===== src/rtl/div_unit_pkg.sv =====
// rtl/div_unit_pkg.sv - shared types and helpers for the iterative RV32M divider
package div_unit_pkg;

  localparam int DATA_W    = 32;
  localparam int DIV_STEPS = 32;

  typedef enum logic [1:0] {
    DivOp_DIV,
    DivOp_DIVU,
    DivOp_REM,
    DivOp_REMU
  } DivOp;

  typedef enum logic [1:0] {
    ST_IDLE,
    ST_CALC,
    ST_FIX,
    ST_DONE
  } div_state_e;

  function automatic logic is_signed_op(input DivOp op);
    return (op == DivOp_DIV) || (op == DivOp_REM);
  endfunction

  function automatic logic [DATA_W-1:0] select_result(input DivOp op,
                                                      input logic [DATA_W-1:0] quo,
                                                      input logic [DATA_W-1:0] rem);
    return ((op == DivOp_REM) || (op == DivOp_REMU)) ? rem : quo;
  endfunction

endpackage


===== src/rtl/div_step.sv =====
// rtl/div_step.sv - one combinational restoring-division iteration
module div_step
  import div_unit_pkg::*;
(
  input  logic [DATA_W-1:0] rem,
  input  logic [DATA_W-1:0] quo,
  input  logic [DATA_W-1:0] divisor,
  output logic [DATA_W-1:0] rem_next,
  output logic [DATA_W-1:0] quo_next
);

  logic [DATA_W:0] shifted;
  logic            fits;

  assign shifted  = {rem, quo[DATA_W-1]};
  assign fits     = shifted >= {1'b0, divisor};
  // The true difference is below the divisor, so its low 32 bits are exact.
  assign rem_next = shifted[DATA_W-1:0] - (fits ? divisor : '0);
  assign quo_next = {quo[DATA_W-2:0], fits};

endmodule


===== src/rtl/div_unit.sv =====
// rtl/div_unit.sv - iterative RV32M DIV/DIVU/REM/REMU unit; DIV_UNIT_EARLY_OUT_EN enables 1-cycle early-out
module div_unit
  import div_unit_pkg::*;
(
  input  logic              i_clock,
  input  logic              i_reset,
  input  logic              i_start,
  input  logic              i_kill,
  input  logic [1:0]        i_op,
  input  logic [DATA_W-1:0] i_dataA,
  input  logic [DATA_W-1:0] i_dataB,
  output logic              o_busy,
  output logic              o_valid,
  output logic [DATA_W-1:0] o_result
);

  div_state_e        state_q, state_d;
  DivOp              op_q;
  logic              neg_quo_q, neg_rem_q, zero_q, ovf_q;
  logic [DATA_W-1:0] rem_q, quo_q, divisor_q, result_q;
  logic [4:0]        cnt_q;

  DivOp              op_in;
  logic              signed_in, sign_a, sign_b, zero_in, ovf_in, early_in;
  logic [DATA_W-1:0] abs_a, abs_b, early_quo, early_rem;
  logic [DATA_W-1:0] step_rem, step_quo, fix_quo, fix_rem;

  assign op_in     = DivOp'(i_op);
  assign signed_in = is_signed_op(op_in);
  assign sign_a    = signed_in & i_dataA[DATA_W-1];
  assign sign_b    = signed_in & i_dataB[DATA_W-1];
  assign abs_a     = sign_a ? ('0 - i_dataA) : i_dataA;
  assign abs_b     = sign_b ? ('0 - i_dataB) : i_dataB;
  assign zero_in   = (i_dataB == '0);
  assign ovf_in    = signed_in && (i_dataA == 32'h8000_0000) && (i_dataB == 32'hFFFF_FFFF);

`ifdef DIV_UNIT_EARLY_OUT_EN
  assign early_in  = zero_in | ovf_in | (abs_a < abs_b);
`else
  assign early_in  = 1'b0;
`endif

  assign early_quo = zero_in ? 32'hFFFF_FFFF : (ovf_in ? 32'h8000_0000 : '0);
  assign early_rem = ovf_in ? '0 : i_dataA;

  div_step u_step (
    .rem      (rem_q),
    .quo      (quo_q),
    .divisor  (divisor_q),
    .rem_next (step_rem),
    .quo_next (step_quo)
  );

  // Special cases override the sign fix-up; a zero divisor leaves rem = A naturally.
  always_comb begin
    fix_quo = neg_quo_q ? ('0 - quo_q) : quo_q;
    fix_rem = neg_rem_q ? ('0 - rem_q) : rem_q;
    if (zero_q) begin
      fix_quo = 32'hFFFF_FFFF;
    end else if (ovf_q) begin
      fix_quo = 32'h8000_0000;
      fix_rem = '0;
    end
  end

  always_comb begin
    state_d = state_q;
    case (state_q)
      ST_IDLE: if (i_start) state_d = early_in ? ST_DONE : ST_CALC;
      ST_CALC: if (cnt_q == '0) state_d = ST_FIX;
      ST_FIX:  state_d = ST_DONE;
      ST_DONE: state_d = ST_IDLE;
      default: state_d = ST_IDLE;
    endcase
    if (i_kill) state_d = ST_IDLE;
  end

  always_ff @(posedge i_clock) begin
    if (!i_reset) begin
      state_q   <= ST_IDLE;
      op_q      <= DivOp_DIV;
      neg_quo_q <= 1'b0;
      neg_rem_q <= 1'b0;
      zero_q    <= 1'b0;
      ovf_q     <= 1'b0;
      rem_q     <= '0;
      quo_q     <= '0;
      divisor_q <= '0;
      result_q  <= '0;
      cnt_q     <= '0;
    end else begin
      state_q <= state_d;
      case (state_q)
        ST_IDLE: if (i_start && !i_kill) begin
          op_q      <= op_in;
          neg_quo_q <= sign_a ^ sign_b;
          neg_rem_q <= sign_a;
          zero_q    <= zero_in;
          ovf_q     <= ovf_in;
          rem_q     <= '0;
          quo_q     <= abs_a;
          divisor_q <= abs_b;
          cnt_q     <= 5'(DIV_STEPS - 1);
          if (early_in) result_q <= select_result(op_in, early_quo, early_rem);
        end
        ST_CALC: begin
          rem_q <= step_rem;
          quo_q <= step_quo;
          if (cnt_q != '0) cnt_q <= cnt_q - 5'd1;
        end
        ST_FIX: if (!i_kill) result_q <= select_result(op_q, fix_quo, fix_rem);
        default: ;
      endcase
    end
  end

  assign o_busy   = (state_q != ST_IDLE);
  assign o_valid  = (state_q == ST_DONE) && !i_kill;
  assign o_result = result_q;

endmodule


===== config.mk =====
export PLATFORM = sky130hd
export DESIGN_NAME = div_unit
export DESIGN_NICKNAME = d
export VERILOG_FILES = /design/src/rtl/div_unit_pkg.sv /design/src/rtl/div_step.sv /design/src/rtl/div_unit.sv
export SDC_FILE = /design/constraint.sdc
export NUM_CORES = 1
export LEC_CHECK = 0
export BUFFER_PORTS_ARGS = -buffer_cell sky130_fd_sc_hd__buf_2
export CAP_MARGIN = 20
export CORE_AREA = 2 2 141 143
export DETAILED_ROUTE_END_ITERATION = 12
export DIE_AREA = 0 0 143 145
export GPL_TIMING_DRIVEN = 0
export PLACE_DENSITY = 0.76
export SYNTH_ARGS = -nofsm -noshare
export SYNTH_HDL_FRONTEND = slang
export SYNTH_SLANG_ARGS = --single-unit

===== constraint.sdc =====
create_clock -name i_clock -period 4.8 [get_ports i_clock]
set_input_delay 0.24 -clock i_clock [delete_from_list [all_inputs] [get_ports i_clock]]
set_output_delay 0.24 -clock i_clock [all_outputs]
set_load 0.005 [all_outputs]

=== Yosys cells after proc, flatten, opt, wreduce, memory -nomap -nowiden ===
Cells that the tools add are included.

* Equality and inequality tests: 12
* Order comparisons: 1
* Bitwise gates (word level): 5
* Add/sub/neg operators: 6
* Muxes and demuxes: 20
* Reductions and logical operators: 20

{| class="wikitable"
|+ Operator list
! kind !! count
|-
| $mux 32 || 12
|-
| $pmux 32 s2 || 2
|-
| $sub 1x32->32 const A || 4
|-
| $eq 32x32->1 const B || 2
|-
| $ge 33x32->1 || 1
|-
| $logic_not 32->1 || 1
|-
| $sub 32x32->32 || 1
|-
| $eq 2x2->1 const B || 5
|-
| $mux 5 || 2
|-
| $pmux 5 s2 || 1
|-
| $ne 2x2->1 const B || 4
|-
| $pmux 2 s4 || 1
|-
| $reduce_and 2->1 || 4
|-
| $logic_not 5->1 || 1
|-
| $reduce_bool 5->1 || 1
|-
| $sub 5x1->5 const B || 1
|-
| $logic_and 1x1->1 || 4
|-
| $logic_not 2->1 || 2
|-
| $mux 2 || 2
|-
| $reduce_bool 2->1 || 2
|-
| $reduce_and 3->1 || 1
|-
| $and 1x1->1 || 2
|-
| $eq 2x1->1 const B || 1
|-
| $logic_or 1x1->1 || 2
|-
| 4 further kinds || 5
|}

* Word-level logic and storage cells: 75
* Input bits: 70
* Output and inout port bits: 34
* Register bits after elaboration: 141

=== Logic depth before layout (Yosys ltp) ===
* Depth after elaboration: 6
* Mapped depth: 20
* Mapped depth without buffers: 19

=== By module ===
Synthesis repeated with hierarchy kept, for this count alone.

* Cells, all modules: 1495
* Area total of the unflattened synthesis: 11278.3 um^2

{| class="wikitable"
|+ Modules (own cells, without submodules)
! module !! sequential area each (um^2) !! times used !! cells each !! area each (um^2)
|-
| div_unit || 2802.7 || 1 || 1112 || 8509.4
|-
| div_step || 0.0 || 1 || 383 || 2768.9
|}

=== Worst setup path before layout ===
No wires, ideal clock.

* Path kind: reg-to-reg
* Start: register rem_q[26]
* End: register rem_q[31]
* Required time: 4.670 ns
* Data arrival time: 4.259 ns
* Stages on the path, launching flop included: 18
* Period minus slack after synthesis: 4.389 ns
* Library setup time: 0.130 ns
* Path buffers: 2
* Path slack: 0.411 ns
* Cells stage by stage: dfxtp_1 -> ha_1 -> nand4_1 -> or4_1 -> a211oi_1 -> a21o_1 -> clkbuf_1 -> clkbuf_1 -> nand2_1 -> ha_1 -> a21o_1 -> nor3b_1 -> a221o_1 -> a31oi_1 -> nor2_1 -> a2111oi_0 -> a21boi_0 -> o31ai_1

* Longest elaborated chain between the ends: 4

{| class="wikitable"
|+ Ends and longest elaborated chain
! what !! RTL line !! text
|-
| start, declared || div_unit.sv:20 || <nowiki>logic [DATA_W-1:0] rem_q, quo_q, divisor_q, result_q;</nowiki>
|-
| start signal, assigned || div_unit.sv:107 || <nowiki>rem_q <= step_rem;</nowiki>
|-
| $ge 33x32->1 || div_step.sv:16 || <nowiki>assign fits = shifted >= {1'b0, divisor};</nowiki>
|-
| $mux 32 || div_step.sv:18 || <nowiki>assign rem_next = shifted[DATA_W-1:0] - (fits ? divisor : '0);</nowiki>
|-
| $sub 32x32->32 (*) || div_step.sv:18 ||
|-
| $pmux 32 s2 (*) || div_unit.sv:93 || <nowiki>case (state_q)</nowiki>
|}

Mark *: on every way between the ends. The rest lies on a longest branch, timed or not.
A chain may end at the register's enable or synchronous reset.

=== Worst setup path after layout ===
* Start: register divisor_q[27]
* End: register rem_q[31]

* Longest elaborated chain between the ends: 4

{| class="wikitable"
|+ Ends and longest elaborated chain
! what !! RTL line !! text
|-
| start, declared || div_unit.sv:20 ||
|-
| start signal, assigned || div_unit.sv:102 || <nowiki>divisor_q <= abs_b;</nowiki>
|-
| $ge 33x32->1 || div_step.sv:16 ||
|-
| $mux 32 (*) || div_step.sv:18 ||
|-
| $sub 32x32->32 (*) || div_step.sv:18 ||
|-
| $pmux 32 s2 (*) || div_unit.sv:93 ||
|}

Marks and branches as above.

==> results.cfg <==
[clocking]
cts_tree = built
clkSinkCount = 140
cts_buffers = 17
clk_latency_ns = 0.44
htree_levels = 4
clk_pin_slew_worst_paths_ns = 0.06
clock_path_buffers = 2
cts_root_buf = clkbuf_16
cts_hold_buffers = 0

[sta]
holdWs_ns = 0.1015
fin_worst_skew_ns = 0.01218
layout_setup_ws_ns = 0.1539
fin_crit_ns = 4.646
maxSlewHeadroom_pct = 39.87
setup_viol = 0
maxSlewViolCount = 0
max_freq_mhz = 215.2
period_share_pct = 96.79
worst_pin_slew_ns = 0.8937
finalHoldViolations = 0

[cells_and_area]
diodes = 0
fillers = 1741
final_nets = 1753
drive_gt1_share_pct = 10.63
area_growth_pct = 14.43
stdcell_count = 1874

[run_status]
status = finished clean

[detailed_routing]
wl_mm = 35.99
detail_route.wl_per_cell_um = 19.20
vias = 11655
drt_pass1_iterations = 5
vias_per_cell = 6.219
drtIter0Drc = 1116
drc = 0
route.antenna.remaining_nets = 0

[synthesis]
synth.most_common_cell = nand2_1
synth_edf_count = 0
synth_top_area_share_pct = 25.55
synth_flop_cell = dfxtp_1
syn_area_sq_um = 10970
synthArstFlopShare_pct = 0
ys_types = 70
ys_seq_area_share_pct = 25.55
synth_area_leader_cell = dfxtp_1
synth_fp_nets = 1630
yosys_warnings = 0
yosys-top-cells-area = dfxtp_1 26%, ha_1 9.5%, a21oi_1 6.3%
ys_ff_latch = 140
postSynthAreaPerCell_sq_um = 7.432
synthCells = 1476
synth_common_cells = 179 x nand2_1, 140 x dfxtp_1, 137 x a21oi_1

[global_routing]
grt_pass1_vias = 10382
antenna_found_initial = 0
grt_max_degree = 17
gr-total-overflow = 0
grt_pass1_wl_mm = 55.46
grt_usage_pct = 34.02

[worst_setup_path]
crit_path_max_incr_delay_ns = 0.53
path_max_fanout = 10
crit_path_end_kind = register
cp_common_cell = ha_1
crit_type = reg2reg
cp.arrival_ns = 4.94
crit_path_top_delay_cell = or4_1
critPathRequiredTime_ns = 5.09
crit_chain = inv_1 -> ha_1 -> nand4_1 -> or4_1 -> a211oi_1 -> a21o_2 -> clkbuf_4 -> nand2_1 -> ha_1 -> a21oi_1 -> o211ai_1 -> a221o_1 -> a31oi_4 -> nor2_1 -> a2111oi_4 -> a21boi_0 -> o31ai_1
start_kind = register

[die]
initial_utilization_pct = 57.11
fp.dieH_um = 145
die_area_sq_um = 20740
core_sq_um = 19210
fp.dieW_um = 143
ios = 104
num_rows = 51

[pwr]
p_leak_nw = 5.015
powerDensity_nw_per_um2 = 331.9
peakVddDrop_mv = 0.2544

[job]
drv_cap = 0

[placed_design]
port_buffers = 102
dp_cells = 1843
dp_slack_ns = -1.153
place_hpwl_mm = 27.95
gp_congestion = 0.9624

[worst_hold_path]
hold_path.class = in2reg
metrics by stage:
stage / TNS [ns] / power [W] / area (sq um) / utilization, %
after CTS: 0 / 0.004081 / 12510 / 65.14
after global placement: -8.242 / 0.002533 / 11810 / 61.49
after detailed placement: -7.687 / 0.002549 / 11810 / 61.49
final: 0 / 0.004166 / 12550 / 65.35
after floorplan: 0 / 0.002192 / 10970 / -
after global routing: -0.02788 / 0.004334 / 12550 / 65.35
logic make-up (layout without fill, tap and decap cells):
family                   Yosys count  after routing  share of synthesized area (%)
AO/OA/AOI/OAI                    467            467                          26.41
XOR/XNOR                         136            136                          10.86
adder cells (fa/ha/maj)           84             84                          9.650
buffers and inverters            152            285                          5.224
flip-flops                       140            140                          25.55
multiplexers                      10             10                         0.9125
AND/OR/NAND/NOR                  487            487                          21.40
cells in the final DEF (no fill, tap or decap), types with 10 or more instances in the layout:
cell type and n:
nor3_1 33, xnor2_1 74, nand3_1 32, a31oi_1 20
clkbuf_1 75, nand2b_1 11, clkbuf_16 17, nor2_1 119
o31ai_1 21, nor4_1 12, buf_2 104, o21ai_0 131
nand2_1 179, dfxtp_1 136, inv_1 68, xor2_1 62
a22oi_1 12, o41ai_1 14, or3_1 18, ha_1 83
a21o_1 15, mux2i_1 10, a211oi_1 33, nand4_1 20
a21oi_1 137, o211ai_1 22
critical path: cells and delay by family, from the launching register on:
family          cells  cell delay [ns]
simple gates        4             0.89
compound gates      9             2.13
fa+ha+maj           2             0.70
flops               1             0.47
buf+inv             2             0.32
cell type report:
| type | count | area, sq um | area share (%) |
|---|---|---|---|
| clock buffers | 18 | 439.2 | 3.499 |
| repair buffers | 105 | 533.0 | 4.246 |
| inverters | 70 | 262.8 | 2.093 |
| clock inverters | 11 | 217.7 | 1.734 |
| flip-flops and latches | 140 | 2808 | 22.37 |
| multi-input cells | 1184 | 7642 | 60.89 |
| well taps | 265 | 331.6 | 2.642 |
| plain buffers | 81 | 317.8 | 2.532 |
repair_timing:
action                     4_1_cts  5_1_grt
pin swaps                        1        1
setup endpoints to repair       20       10
setup buffers                    1        2
resized for setup               12        9
worst paths after layout:
kind | from | endpoint | slack (ns) | cells after the start
max | divisor_q[27] | rem_q[31] | 0.15 | 17
min | i_op[1] | op_q[1] | 0.10 | 3
max reg2reg | divisor_q[27] | rem_q[31] | 0.15 | 17
min reg2reg | o_result[0] | o_result[0] | 0.45 | 2
where the power goes:
part	internal (W)	switching, W
Sequential	0.00122	0.0000836
Clock	0.000980	0.000528
Combinational	0.000551	0.000804
Total	0.00275	0.00142
registers in the layout, indices dropped and copies added (netlist names):
name / count
zero_q: 1
neg_rem_q: 1
cnt_q: 5
op_q: 1
state_q: 2
divisor_q: 32
quo_q: 32
ovf_q: 1
rem_q: 32
neg_quo_q: 1
o_result: 32
per-layer routing:
metal | wire length [um] | track usage, %
met5 | 0 | 0
met3 | 3400 | 5.875
met1 | 15890 | 49.15
met4 | 1066 | 11.49
met2 | 15630 | 51.00
No activity file was read; power rests on OpenSTA's default activity.
